===== config.mk =====
export PLATFORM = sky130hd
export DESIGN_NAME = snake_core_flat
export DESIGN_NICKNAME = d
export VERILOG_FILES = /design/src/rtl/snake_pkg.sv /design/src/rtl/snake_if.sv /design/src/rtl/snake_tick.sv /design/src/rtl/snake_core.sv /design/src/flat_wrapper.sv
export SDC_FILE = /design/constraint.sdc
export NUM_CORES = 1
export LEC_CHECK = 0
export CORE_MARGIN = 4
export CORE_UTILIZATION = 45
export DETAILED_ROUTE_END_ITERATION = 6
export DONT_BUFFER_PORTS = 1
export HOLD_SLACK_MARGIN = 0.06
export SYNTH_ARGS = -nofsm -noshare
export SYNTH_HDL_FRONTEND = slang
export SYNTH_SLANG_ARGS = --single-unit

===== constraint.sdc =====
create_clock -name clk -period 11.05 [get_ports clk]
set_clock_uncertainty 0.15 [all_clocks]
set_input_delay 1.6575 -clock clk [delete_from_list [all_inputs] [get_ports clk]]
set_output_delay 1.6575 -clock clk [all_outputs]
set_load 0.1 [all_outputs]

===== src/rtl/snake_pkg.sv =====
// Shared definitions for the snake body engine.
//   - Direction encoding, grid geometry and segment count.
//   - Initial snake coordinates.
//   - Cell helpers: one-cell move with wrap-around, and the reset layout.
package snake_pkg;

  localparam int unsigned GRID_W  = 40;
  localparam int unsigned GRID_H  = 30;
  localparam int unsigned MAX_SEG = 16;

  localparam logic [1:0] DIR_UP    = 2'b00;
  localparam logic [1:0] DIR_DOWN  = 2'b01;
  localparam logic [1:0] DIR_LEFT  = 2'b10;
  localparam logic [1:0] DIR_RIGHT = 2'b11;

  typedef logic [5:0] coord_t;

  typedef struct packed {
    coord_t x;
    coord_t y;
  } cell_t;

  localparam coord_t     INIT_X0       = 6'd10;
  localparam coord_t     INIT_X1       = 6'd9;
  localparam coord_t     INIT_X2       = 6'd8;
  localparam coord_t     INIT_Y        = 6'd10;
  localparam logic [3:0] INIT_CUBE_NUM = 4'd3;

  // Move one cell in dir, wrapping at the grid edges.
  function automatic cell_t step_cell(cell_t c, logic [1:0] dir);
    cell_t n;
    n = c;
    case (dir)
      DIR_UP:    n.y = (c.y == '0) ? coord_t'(GRID_H - 1) : c.y - 6'd1;
      DIR_DOWN:  n.y = (c.y == coord_t'(GRID_H - 1)) ? '0 : c.y + 6'd1;
      DIR_LEFT:  n.x = (c.x == '0) ? coord_t'(GRID_W - 1) : c.x - 6'd1;
      DIR_RIGHT: n.x = (c.x == coord_t'(GRID_W - 1)) ? '0 : c.x + 6'd1;
      default:   n = c;
    endcase
    return n;
  endfunction

  // Reset-time position of segment idx.
  function automatic cell_t init_cell(int unsigned idx);
    cell_t c;
    c = '0;
    if (idx == 0) c = '{x: INIT_X0, y: INIT_Y};
    if (idx == 1) c = '{x: INIT_X1, y: INIT_Y};
    if (idx == 2) c = '{x: INIT_X2, y: INIT_Y};
    return c;
  endfunction

endpackage


===== src/rtl/snake_if.sv =====
// Signal bundle between the game logic / VGA scan and the snake engine.
//   master: drives speed switches, keys, scan position, add_cube, died;
//           receives head position, snake_show, hit_body.
//   slave:  the snake engine (snake_core).
interface snake_if;
  logic       sw2;
  logic       sw1;
  logic       sw0;
  logic       key0_right;
  logic       key1_left;
  logic       key2_down;
  logic       key3_up;
  logic [9:0] pos_x;
  logic [9:0] pos_y;
  logic       add_cube;
  logic       died;
  logic [5:0] head_x;
  logic [5:0] head_y;
  logic       snake_show;
  logic       hit_body;

  modport master (
    output sw2, sw1, sw0, key0_right, key1_left, key2_down, key3_up,
    output pos_x, pos_y, add_cube, died,
    input  head_x, head_y, snake_show, hit_body
  );

  modport slave (
    input  sw2, sw1, sw0, key0_right, key1_left, key2_down, key3_up,
    input  pos_x, pos_y, add_cube, died,
    output head_x, head_y, snake_show, hit_body
  );
endinterface


===== src/rtl/snake_tick.sv =====
// Speed counter: issues a one-cycle step pulse every STEP_UNIT*(8-spd) cycles.
//   clk    in  system clock
//   rst    in  synchronous active-high reset
//   clr_i  in  synchronous counter clear (game over)
//   spd_i  in  speed select, 7 fastest, 0 slowest
//   step_o out step pulse, high in the last cycle of each period
module snake_tick #(
  parameter int unsigned STEP_UNIT = 2_500_000
) (
  input  logic       clk,
  input  logic       rst,
  input  logic       clr_i,
  input  logic [2:0] spd_i,
  output logic       step_o
);

  localparam int unsigned CntW = $clog2(STEP_UNIT * 8);

  logic [CntW-1:0] cnt_q, cnt_d;
  logic [CntW-1:0] limit;

  always_comb begin
    limit  = CntW'(STEP_UNIT * (32'd8 - 32'(spd_i)) - 32'd1);
    // >= so that switching to a faster speed never overruns the new limit
    step_o = (cnt_q >= limit);
    cnt_d  = step_o ? '0 : cnt_q + 1'b1;
  end

  always_ff @(posedge clk) begin
    if (rst || clr_i) begin
      cnt_q <= '0;
    end else begin
      cnt_q <= cnt_d;
    end
  end

endmodule


===== src/rtl/snake_core.sv =====
// Snake body engine for a 40x30 grid of 16x16-pixel cells.
//   clk  in  system clock
//   rst  in  synchronous active-high reset
//   bus  snake_if.slave: keys, speed switches, scan position, add_cube, died in;
//        head_x/head_y, snake_show, hit_body out
// Holds direction, segment count and 16 segment cells; steps one cell per speed
// tick and flags scan pixels on the snake plus head/body collisions.
module snake_core
  import snake_pkg::*;
#(
  parameter int unsigned STEP_UNIT = 2_500_000
) (
  input logic    clk,
  input logic    rst,
  snake_if.slave bus
);

  logic [1:0] direct_q, direct_d;
  logic [1:0] last_dir_q, last_dir_d;
  logic [3:0] cube_num_q, cube_num_d;
  logic       add_q, add_d;
  cell_t      seg_q [MAX_SEG];
  cell_t      seg_d [MAX_SEG];
  logic       show_q, show_d;
  logic       hit_q, hit_d;

  logic       step;
  logic       init;
  logic       key_vld;
  logic [1:0] key_dir;
  coord_t     px, py;
  logic       unused_pos;

  assign init       = rst | bus.died;
  assign px         = bus.pos_x[9:4];
  assign py         = bus.pos_y[9:4];
  assign unused_pos = ^{bus.pos_x[3:0], bus.pos_y[3:0]};

  snake_tick #(
    .STEP_UNIT(STEP_UNIT)
  ) u_tick (
    .clk   (clk),
    .rst   (rst),
    .clr_i (bus.died),
    .spd_i ({bus.sw2, bus.sw1, bus.sw0}),
    .step_o(step)
  );

  // Key decode: up > down > left > right; keys on the axis of the last executed
  // step (same or reverse) leave the direction unchanged.
  always_comb begin
    key_vld = bus.key3_up | bus.key2_down | bus.key1_left | bus.key0_right;
    if (bus.key3_up)        key_dir = DIR_UP;
    else if (bus.key2_down) key_dir = DIR_DOWN;
    else if (bus.key1_left) key_dir = DIR_LEFT;
    else                    key_dir = DIR_RIGHT;

    direct_d = direct_q;
    if (key_vld && (key_dir[1] != last_dir_q[1])) direct_d = key_dir;
  end

  always_comb begin
    last_dir_d = last_dir_q;
    seg_d      = seg_q;
    if (step) begin
      last_dir_d = direct_q;
      for (int i = MAX_SEG - 1; i >= 1; i--) seg_d[i] = seg_q[i-1];
      seg_d[0] = step_cell(seg_q[0], direct_q);
    end
  end

  // Growth on the add_cube rising edge, saturating at 15.
  always_comb begin
    add_d      = bus.add_cube;
    cube_num_d = cube_num_q;
    if (bus.add_cube && !add_q && (cube_num_q != 4'd15)) cube_num_d = cube_num_q + 4'd1;
  end

  // Pixel and collision compare over active segments (index < cube_num).
  always_comb begin
    show_d = 1'b0;
    hit_d  = 1'b0;
    for (int i = 0; i < MAX_SEG; i++) begin
      if (4'(i) < cube_num_q) begin
        if ((seg_q[i].x == px) && (seg_q[i].y == py)) show_d = 1'b1;
        if ((i != 0) && (seg_q[i] == seg_q[0]))        hit_d  = 1'b1;
      end
    end
  end

  always_ff @(posedge clk) begin
    if (init) begin
      direct_q   <= DIR_RIGHT;
      last_dir_q <= DIR_RIGHT;
      cube_num_q <= INIT_CUBE_NUM;
      add_q      <= 1'b0;
      show_q     <= 1'b0;
      hit_q      <= 1'b0;
      for (int i = 0; i < MAX_SEG; i++) seg_q[i] <= init_cell(i);
    end else begin
      direct_q   <= direct_d;
      last_dir_q <= last_dir_d;
      cube_num_q <= cube_num_d;
      add_q      <= add_d;
      show_q     <= show_d;
      hit_q      <= hit_d;
      for (int i = 0; i < MAX_SEG; i++) seg_q[i] <= seg_d[i];
    end
  end

  assign bus.head_x     = seg_q[0].x;
  assign bus.head_y     = seg_q[0].y;
  assign bus.snake_show = show_q;
  assign bus.hit_body   = hit_q;

endmodule


===== src/flat_wrapper.sv =====
// flat-port wrapper written by rule: the top's interface ports become plain ports
module snake_core_flat import snake_pkg::*;
#(
  parameter int unsigned STEP_UNIT = 2_500_000
)
  (clk, rst, bus_sw2, bus_sw1, bus_sw0, bus_key0_right, bus_key1_left, bus_key2_down, bus_key3_up, bus_pos_x, bus_pos_y, bus_add_cube, bus_died, bus_head_x, bus_head_y, bus_snake_show, bus_hit_body);
  snake_if bus_i ();
  input logic clk;
  input logic rst;
  input wire logic [$bits(bus_i.sw2)-1:0] bus_sw2;
  input wire logic [$bits(bus_i.sw1)-1:0] bus_sw1;
  input wire logic [$bits(bus_i.sw0)-1:0] bus_sw0;
  input wire logic [$bits(bus_i.key0_right)-1:0] bus_key0_right;
  input wire logic [$bits(bus_i.key1_left)-1:0] bus_key1_left;
  input wire logic [$bits(bus_i.key2_down)-1:0] bus_key2_down;
  input wire logic [$bits(bus_i.key3_up)-1:0] bus_key3_up;
  input wire logic [$bits(bus_i.pos_x)-1:0] bus_pos_x;
  input wire logic [$bits(bus_i.pos_y)-1:0] bus_pos_y;
  input wire logic [$bits(bus_i.add_cube)-1:0] bus_add_cube;
  input wire logic [$bits(bus_i.died)-1:0] bus_died;
  output wire logic [$bits(bus_i.head_x)-1:0] bus_head_x;
  output wire logic [$bits(bus_i.head_y)-1:0] bus_head_y;
  output wire logic [$bits(bus_i.snake_show)-1:0] bus_snake_show;
  output wire logic [$bits(bus_i.hit_body)-1:0] bus_hit_body;
  assign bus_i.sw2 = bus_sw2;
  assign bus_i.sw1 = bus_sw1;
  assign bus_i.sw0 = bus_sw0;
  assign bus_i.key0_right = bus_key0_right;
  assign bus_i.key1_left = bus_key1_left;
  assign bus_i.key2_down = bus_key2_down;
  assign bus_i.key3_up = bus_key3_up;
  assign bus_i.pos_x = bus_pos_x;
  assign bus_i.pos_y = bus_pos_y;
  assign bus_i.add_cube = bus_add_cube;
  assign bus_i.died = bus_died;
  assign bus_head_x = bus_i.head_x;
  assign bus_head_y = bus_i.head_y;
  assign bus_snake_show = bus_i.snake_show;
  assign bus_hit_body = bus_i.hit_body;
  snake_core #(.STEP_UNIT(STEP_UNIT)) u_core (.clk(clk), .rst(rst), .bus(bus_i));
endmodule

---- Yosys cells after proc, flatten, opt, wreduce, memory -nomap -nowiden ----
Index checks and enable logic that the tools add are counted.
storage, ports and cells
  RAM bits ................................ 0
  bits in latches ......................... 0
  output and inout bits ................... 14
  logic and storage cells ................. 223
  register bits ........................... 228
  memories ................................ 0
  memory bits (read-only) ................. 0
  input port bits ......................... 31
cells by class
  $mul .................................... 1
  add/subtract/negate cells ............... 8
  equal/unequal tests ..................... 54
  bitwise gates (word level) .............. 4
  reduce and logical (&&, ||, !) cells .... 29
  shift-type cells ........................ 0
  muxes and demuxes ....................... 71
  order comparisons ....................... 17
  div/mod/pow operators ................... 0
operators with widths
  cell                                                       number
  equality test 6 bit                                        32
  equality test 12 bit                                       15
  two-way mux 1 bit                                          63
  less-than comparator 4 bit, first input constant           8
  multiplier 17 x 32 -> 20 bit, first input constant         1
  adder 25 x 1 -> 25 bit, second input constant              1
  greater-or-equal comparator 25 bit                         1
  subtractor 25 x 1 -> 25 bit, second input constant         1
  two-way mux 6 bit                                          4
  one-hot mux 6 bit (2 select lines)                         2
  logical AND 1 bit                                          19
  less-than comparator 3 x 4 -> 1 bit, first input constant  4
  adder 6 x 1 -> 6 bit, second input constant                2
  zero test 6 bit                                            2
  subtractor 6 x 1 -> 6 bit, second input constant           2
  less-than comparator 1 x 4 -> 1 bit, first input constant  2
  less-than comparator 2 x 4 -> 1 bit, first input constant  2
  equality test 6 x 5 -> 1 bit, second input constant        1
  equality test 6 bit, second input constant                 1
  subtractor 4 x 3 -> 5 bit, first input constant            1
  adder 4 x 1 -> 4 bit, second input constant                1
  equality test 2 bit, second input constant                 2
  two-way mux 2 bit                                          2
  inequality test 4 bit, second input constant               1
  other kinds (9)                                            14

---- Longest topological paths before layout ----
Gate-level depths: netlist of the first run.
  depth in word-level cells ............... 34
  mapped depth ............................ 30
  gate-level depth less buffers ........... 25

---- By module ----
Synthesis of the first run repeated with hierarchy kept, for this count alone.
second synthesis, totals
  cells, all modules ...................... 1638
  area, all modules ....................... 14506.4 um^2
by module, submodules not included
  module      times used  cells an instance  area each (um^2)  sequential area each (um^2)
  snake_core  1           1289               11596.1           3803.6
  snake_tick  1           349                2910.3            500.5

---- Worst setup path before layout of the first run ----
Ideal clock, no wire load.
  kind .................................... in2reg
  from .................................... input bus_sw0
  to ...................................... register u_core.seg_q[25] (netlist name)
  buffers on the path ..................... 5
  cell stages on the path ................. 29
  setup time .............................. 0.070 ns
  arrival time ............................ 7.492 ns
  required time ........................... 10.830 ns
  slack ................................... 3.337 ns
  cells stage by stage .................... clkbuf_1 > inv_1 > ha_1 > clkbuf_1 > xnor2_1 > ha_1 > ha_1 > ha_1 > ha_1 > inv_1 > fa_1 > nor2b_1 > o21a_1 > or3_1 > a211oi_1 > and3_1 > nor2b_1 > xnor2_1 > ha_1 > a21oi_1 > o41a_1 > o2111ai_2 > a211oi_2 > or2_2 > clkbuf_1 > buf_2 > buf_2 > nand2_1 > a21oi_1
between the ends
  word-level cells in the longest chain between the ends .. 4
RTL lines
  item                                RTL line            RTL
  start: declaration                  flat_wrapper.sv:12  input wire logic [$bits(bus_i.sw0)-1:0] bus_sw0;
  subtractor 4 x 3 -> 5 bit           snake_tick.sv:23    limit = CntW'(STEP_UNIT * (32'd8 - 32'(spd_i)) - 32'd1);
  multiplier 17 x 32 -> 20 bit        snake_tick.sv:23
  subtractor 25 x 1 -> 25 bit         snake_tick.sv:23
  greater-or-equal comparator 25 bit  snake_tick.sv:25    step_o = (cnt_q >= limit);
Every way passes these cells.
A chain may end at the register's enable or synchronous reset.

---- Worst setup path in the final report of the first run ----
  from .................................... input bus_sw0
  to ...................................... register u_core.u_tick.cnt_q[10]
between the ends
  word-level cells in the longest chain between the ends .. 5
RTL lines
  item                                RTL line          RTL
  subtractor 4 x 3 -> 5 bit           snake_tick.sv:23
  multiplier 17 x 32 -> 20 bit        snake_tick.sv:23
  subtractor 25 x 1 -> 25 bit         snake_tick.sv:23
  greater-or-equal comparator 25 bit  snake_tick.sv:25
  OR reduction 2 bit (no line)        n/a
  end signal: assignment              snake_tick.sv:33  cnt_q <= cnt_d;
  end: declaration                    snake_tick.sv:19  logic [CntW-1:0] cnt_q, cnt_d;
Every way passes these cells.

==> impl_metrics.py, run 1 <==
metrics = {
    "cells_and_area": {
        "layout-drive-gt1-share_pct": 4.70,
        "finalCoreUtilization_pct": 48.7,
        "areaGrowthSynthToFinish_pct": 5.99,
        "fin_nets": 1811,
        "num_antenna_cells": 0,
        "fill_cells": 3056,
    },
    "cts": {
        "clk_path_buf_depth": 3,
        "cts_max_level": 1,
        "clock_sinks": 215,
        "clock_latency_ns": 0.52,
        "clk_pin_slew_ns": 0.06,
        "cts_tree": "yes",
        "ctsResizeCount": 0,
        "cts_setup_buffers": 0,
        "cts_made_buffers": 25,
        "cts-root-buf": "clkbuf_16",
        "holdBufCountCts": 0,
    },
    "sta": {
        "fin_crit_sh_pct": 78.6,
        "whs_ns": 0.315,
        "rsz0062_at_grt": "false",
        "worst_slew_pin_slew_ns": 1.11,
        "slew_viol_final": 0,
        "finalHoldViolCount": 0,
        "min_period_ns": 8.68,
        "setup_violations": 0,
        "tns_ns": 0,
        "setup_slack_ns": 2.37,
        "timing.fmax_mhz": 115,
        "slew_headroom_pct": 26.3,
    },
    "logic_synthesis": {
        "ys_types": 61,
        "ys_async_sr_fraction_pct": 0,
        "synthesis.instances": 1800,
        "seq_area_frac_synth_pct": 30.5,
        "netlist_area_mm2": 0.0141,
        "ys_seq_elements": 215,
        "synth_top_cell_area_share_pct": 30.5,
        "avgSynthCellArea_um2": 7.85,
        "synth_area_leaders": "dfxtp_1, xor2_1, xnor2_1",
        "yosys_most_used_dff": "dfxtp_1",
        "yosysWarnings": 0,
        "yosysTopAreaCell": "dfxtp_1",
        "synth_edf_count": 0,
        "syn-num-nets": 1904,
    },
    "placement": {
        "io_buffers": 0,
        "hpwl_um": 26400,
        "gp_congestion": 0.842,
        "post-place-ws_ns": 1.85,
    },
    "floorplan": {
        "dieArea_mm2": 0.0343,
        "core_area_mm2": 0.0307,
        "die_h_um": 185,
        "rows": 64,
        "initial_core_util_pct": 45.9,
        "io_pins": 45,
        "fp.dieW_um": 185,
    },
    "global_route": {
        "grt_usage_pct": 23.6,
        "grt_pass1_vias": 11500,
        "grt_max_degree": 140,
        "grt_pass1_wl_um": 65200,
        "overflow": 0,
        "antenna_found_initial": 0,
    },
    "power_and_ir_drop": {
        "p_per_area_mw_per_mm2": 119,
        "power_mw": 1.78,
        "p_leak_nw": 5.37,
        "ir_worst_vdd_uv": 92.0,
    },
    "detailed_routing": {
        "ant_nets": 0,
        "route.met3.wl_um": 2660,
        "via_per_inst": 5.68,
        "wl_met1_um": 18900,
        "vias": 12000,
        "drt_wl_total_um": 41200,
        "wl_per_cell_um": 19.5,
        "drc": 0,
        "routed.top_layer": "met4",
        "drtPass1Iterations": 5,
        "dr_wl_met2_um": 18600,
        "first_iter_violations": 1098,
    },
    "job": {
        "drv_cap": 0,
    },
    "hold_path": {
        "min_delay_path_depth": 1,
        "hold_class": "reg2reg",
    },
    "run_status": {
        "status": "finished clean",
    },
    "critical_path": {
        "endpoint_kind": "flip-flop",
        "arrival_ns": 8.96,
        "required_ns": 11.33,
        "r2r_cells": 9,
        "start_kind": "primary input",
        "crit_type": "in2reg",
        "cp_max_fo": 77,
    },
}
[layout make-up]
cell class                      count  area [µm²]  share of cell area [%]
Multi-Input combinational cell   1431        9150                    61.1
Sequential cell                   215        4320                    28.9
Clock buffer                       32         672                    4.49
Tap cell                          396         495                    3.31
Timing Repair Buffer               17         153                    1.02
Clock inverter                     12         113                   0.752
Inverter                           17        63.8                   0.426
[path summary, 6_finish.rpt]
path                                startpoint                            endpoint  slack (ns)
max                                    bus_sw0  u_core.u_tick.cnt_q[10]$_SDFF_PP0_        2.37
min          u_core.u_tick.cnt_q[0]$_SDFF_PP0_   u_core.u_tick.cnt_q[0]$_SDFF_PP0_        0.31
max reg2reg  u_core.u_tick.cnt_q[8]$_SDFF_PP0_  u_core.u_tick.cnt_q[10]$_SDFF_PP0_        7.05
min reg2reg  u_core.u_tick.cnt_q[0]$_SDFF_PP0_   u_core.u_tick.cnt_q[0]$_SDFF_PP0_        0.31
[cell families after synthesis]
family	after synthesis	synth area share, %
AO/OA/AOI/OAI	271	11.0
XOR/XNOR	410	25.4
adder cells (fa/ha/maj)	73	6.52
buffers and inverters	154	4.80
flip-flops	215	30.5
multiplexers	3	0.213
other	1	0.0266
AND/OR/NAND/NOR	673	21.5
[registers in the layout, summed over array words and instances, names as in the netlist]
name	count
u_core.add_q	1
u_core.bus.snake_show	1
u_core.bus.head_y	6
u_core.u_tick.cnt_q	25
u_core.cube_num_q	4
u_core.bus.head_x	6
u_core.direct_q	2
u_core.seg_q	168
u_core.bus.hit_body	1
u_core.last_dir_q	1
[critical path: stages]
cell and delay (ns):
inv_1 0.07, ha_1 0.34, xnor2_1 0.58, ha_1 0.34, ha_1 0.41, ha_1 0.35, ha_1 0.23, inv_1 0.08
fa_1 0.20, nor2b_1 0.07, o21a_1 0.17, or3_1 0.34, a211oi_1 0.36, and3_1 0.26, nor2b_1 0.17, xnor2_1 0.13
ha_1 0.26, a21oi_1 0.20, o41a_1 0.20, o2111ai_2 0.15, a211oi_2 0.55, or2_4 0.83, nand2_1 0.73, nor2_1 0.26
[power by group]
part	switching, mW	internal [mW]	leakage [nW]	total (mW)
Sequential	0.00280	0.777	1.73	0.779
Combinational	0.105	0.0814	3.24	0.187
Clock	0.335	0.474	0.392	0.809
[through the flow]
| stage | instance area (µm²) | cells |
|---|---|---|
| 6_report | 15000 | 2120 |
| 5_1_grt | 15000 | 2120 |
| 4_1_cts | 15000 | 2120 |
| 3_5_place_dp | 14200 | 2076 |
| 3_3_place_gp | 14200 | 2076 |
| 2_1_floorplan | 14100 | 1800 |
[routing by layer]
layer / track usage [%] / up-vias
met5: 0 / -
met4: 6.61 / 0
met3: 3.46 / 79
met2: 38.0 / 343
met1: 33.3 / 5769
li1: - / 5843
[cell usage in the layout, fill, tap and decap left out, types with 7 or more instances in the layout]
cell type and instances:
a211oi_1 8, a21oi_1 185, and2_1 7, and3_1 11, buf_4 15, clkbuf_16 25, clkinv_2 9, dfxtp_1 203
dfxtp_2 12, ha_1 72, inv_1 17, nand2_1 387, nand3_1 40, nand4_1 51, nor2_1 59, nor2b_1 9
nor3_1 27, nor4_1 56, o21ai_0 28, o41ai_1 9, xnor2_1 204, xor2_1 206
[cells in the mapped netlist, types with 22 or more instances]
| library cell | instances |
|---|---|
| nand2_1 | 387 |
| dfxtp_1 | 215 |
| xor2_1 | 206 |
| xnor2_1 | 204 |
| a21oi_1 | 185 |
| ha_1 | 72 |
| clkbuf_1 | 61 |
| nor2_1 | 60 |
| nor4_1 | 56 |
| nand4_1 | 51 |
| buf_2 | 41 |
| nand3_1 | 40 |
| o21ai_0 | 28 |
| nor3_1 | 27 |
| buf_1 | 22 |
Power figures use the tool's default switching activity.
==> run 2, diff against run 1 <==
- clock period: 11.05 -> 8.8 ns (I/O delays scaled with it)
==> impl_metrics.py, run 2 (synthesis gave the netlist of run 1 again) <==
metrics = {
    "run_status": {
        "status": "finished clean",
    },
    "critical_path": {
        "path_cells": "inv_1, ha_1, xnor2_1, ha_1, ha_1, ha_1, ha_1, inv_1, fa_1, nor2b_1, o21a_1, or3_1, a211oi_1, and3_1, nor2b_1, xnor2_1, ha_1, a21oi_1, o41a_1, o2111ai_2, a211oi_2, or2_4, nand2_1, nor2_1",
        "r2r_start": "u_core.bus.head_y[3]$_SDFFE_PP1P_",
        "rr_endpoint": "u_core.bus.hit_body$_SDFF_PP0_",
        "endpoint_kind": "flip-flop",
        "arrival_ns": 8.02,
        "crit_path_start": "bus_sw0",
        "crit_path_top_delay_cell": "xnor2_1",
        "r2r_cells": 9,
        "rrSetupSlack_ns": 5.39,
        "required_ns": 9.09,
        "start_kind": "primary input",
        "cp_max_fo": 24,
        "crit_type": "in2reg",
        "max_stage_delay_ns": 0.61,
        "cpMostUsedCell": "ha_1",
    },
    "detailed_routing": {
        "via_per_inst": 5.65,
        "drt_wl_total_um": 41100,
        "drtPass1Iterations": 6,
        "vias": 12000,
        "ant_nets": 0,
        "drc": 0,
        "wl_per_cell_um": 19.3,
        "first_iter_violations": 1090,
    },
    "global_route": {
        "antenna_found_initial": 0,
        "grt_max_degree": 98,
        "grt_pass1_wl_um": 65600,
        "grt_usage_pct": 23.8,
        "overflow": 0,
        "grt_pass1_vias": 11500,
    },
    "sta": {
        "min_period_ns": 7.73,
        "rsz0062_at_grt": "false",
        "worst_slew_pin_slew_ns": 1.10,
        "timing.fmax_mhz": 129,
        "finalHoldViolCount": 0,
        "slew_viol_final": 0,
        "setup_violations": 0,
        "fin_crit_sh_pct": 87.8,
        "slew_headroom_pct": 26.8,
        "whs_ns": 0.328,
        "tns_ns": 0,
    },
    "power_and_ir_drop": {
        "p_int_mw": 1.73,
        "p_leak_nw": 5.46,
        "switching_share_pct": 24.4,
        "p_switching_uw": 559,
        "pwr-share-seq_pct": 42.8,
        "ir_worst_vdd_uv": 146,
        "p_per_area_mw_per_mm2": 151,
        "combPwrFrac_pct": 10.1,
        "clock_power_share_pct": 47.0,
    },
    "placement": {
        "dp.cells": 2082,
        "gp_congestion": 0.835,
        "io_buffers": 0,
        "hpwl_um": 26600,
    },
    "cts": {
        "cts_max_level": 1,
        "cts_tree": "yes",
        "clk_pin_slew_ns": 0.05,
        "ctsResizeCount": 0,
        "clock_sinks": 215,
        "clock_latency_ns": 0.54,
        "cts-root-buf": "clkbuf_16",
        "cts_made_buffers": 26,
        "holdBufCountCts": 0,
        "cts_setup_buffers": 0,
        "clk_path_buf_depth": 3,
    },
    "cells_and_area": {
        "final_common_cell": "nand2_1",
        "fin_nets": 1818,
        "reg_top3": "u_core.seg_q (168), u_core.u_tick.cnt_q (25)",
        "largest_register": "u_core.seg_q",
        "layout-drive-gt1-share_pct": 5.36,
        "instances_no_fill": 2130,
        "areaGrowthSynthToFinish_pct": 7.14,
        "final_cell_mix": "nand2_1, xor2_1, xnor2_1",
        "largest_register_ff_count": 168,
        "num_antenna_cells": 0,
    },
    "hold_path": {
        "min_delay_path_depth": 1,
        "hp-start": "u_core.u_tick.cnt_q[0]$_SDFF_PP0_",
        "hold_class": "reg2reg",
        "whs_endpoint": "u_core.u_tick.cnt_q[0]$_SDFF_PP0_",
    },
    "floorplan": {
        "dieArea_mm2": 0.0343,
        "io_pins": 45,
        "initial_core_util_pct": 45.9,
        "core_area_mm2": 0.0307,
        "fp.dieW_um": 185,
        "die_h_um": 185,
        "rows": 64,
    },
    "job": {
        "drv_cap": 0,
    },
}
run 2: cell types whose count changed in the layout (fill, tap and decap cells not counted), sizes merged:
cell      delta
clkinv       -2
clkinvlp     -1
buf          +6
clkbuf       +9
bufinv       -2
run 2: power groups by stage:
stage	clock network, mW	registers (mW)	logic [mW]
floorplan	0	0.998	0.208
global placement	0	1.00	0.227
detailed placement	0	1.00	0.232
CTS	1.09	0.979	0.234
global route	1.13	0.979	0.267
finish	1.08	0.979	0.232
run 2: worst max-delay path by stage:
stage / endpoint / slack, ns / cells past startpoint
3_5_place_dp: u_core.u_tick.cnt_q[13]$_SDFF_PP0_ / 0.53 / 24
4_1_cts: u_core.u_tick.cnt_q[0]$_SDFF_PP0_ / 1.05 / 24
5_1_grt: u_core.u_tick.cnt_q[0]$_SDFF_PP0_ / 0.38 / 24
2_1_floorplan: u_core.seg_q[25]$_SDFFE_PP0P_ / 1.42 / 29
6_report: u_core.u_tick.cnt_q[0]$_SDFF_PP0_ / 1.07 / 24
3_3_place_gp: u_core.u_tick.cnt_q[9]$_SDFF_PP0_ / 0.61 / 24
run 2: layer usage:
metal | vias to the layer above | GRT usage [%] | routed length, µm
li1 | 5870 | - | -
met1 | 5722 | 32.6 | 18500
met2 | 361 | 38.8 | 18800
met3 | 90 | 3.75 | 2740
met4 | 0 | 6.93 | 1050
met5 | - | 0 | 0
run 2: final cells by class:
type / instances / area [µm²]
clock buffer: 41 / 838
timing repair buffer: 23 / 223
multi-input combinational: 1431 / 9150
clock inverter: 7 / 38.8
sequential: 215 / 4320
inverter: 17 / 63.8
tap: 396 / 495
fill: 3026 / 15600
run 2: worst max-delay path, delay by kind of cell:
family / cells / cell delay (ns)
XOR/XNOR: 2 / 0.74
AO/OA/AOI/OAI: 6 / 1.64
buffers and inverters: 2 / 0.15
AND/OR/NAND/NOR: 7 / 2.01
adder cells (fa/ha/maj): 7 / 2.12
run 2: stage by stage:
step / cell area (µm²) / power, mW / worst slack [ns] / utilization (%)
global route: 15100 / 2.38 / 0.377 / 49.2
floorplan: 14100 / 1.21 / 1.42 / -
global placement: 14300 / 1.23 / 0.613 / 46.4
detailed placement: 14300 / 1.23 / 0.531 / 46.4
finish: 15100 / 2.29 / 1.07 / 49.2
CTS: 15100 / 2.30 / 1.05 / 49.2
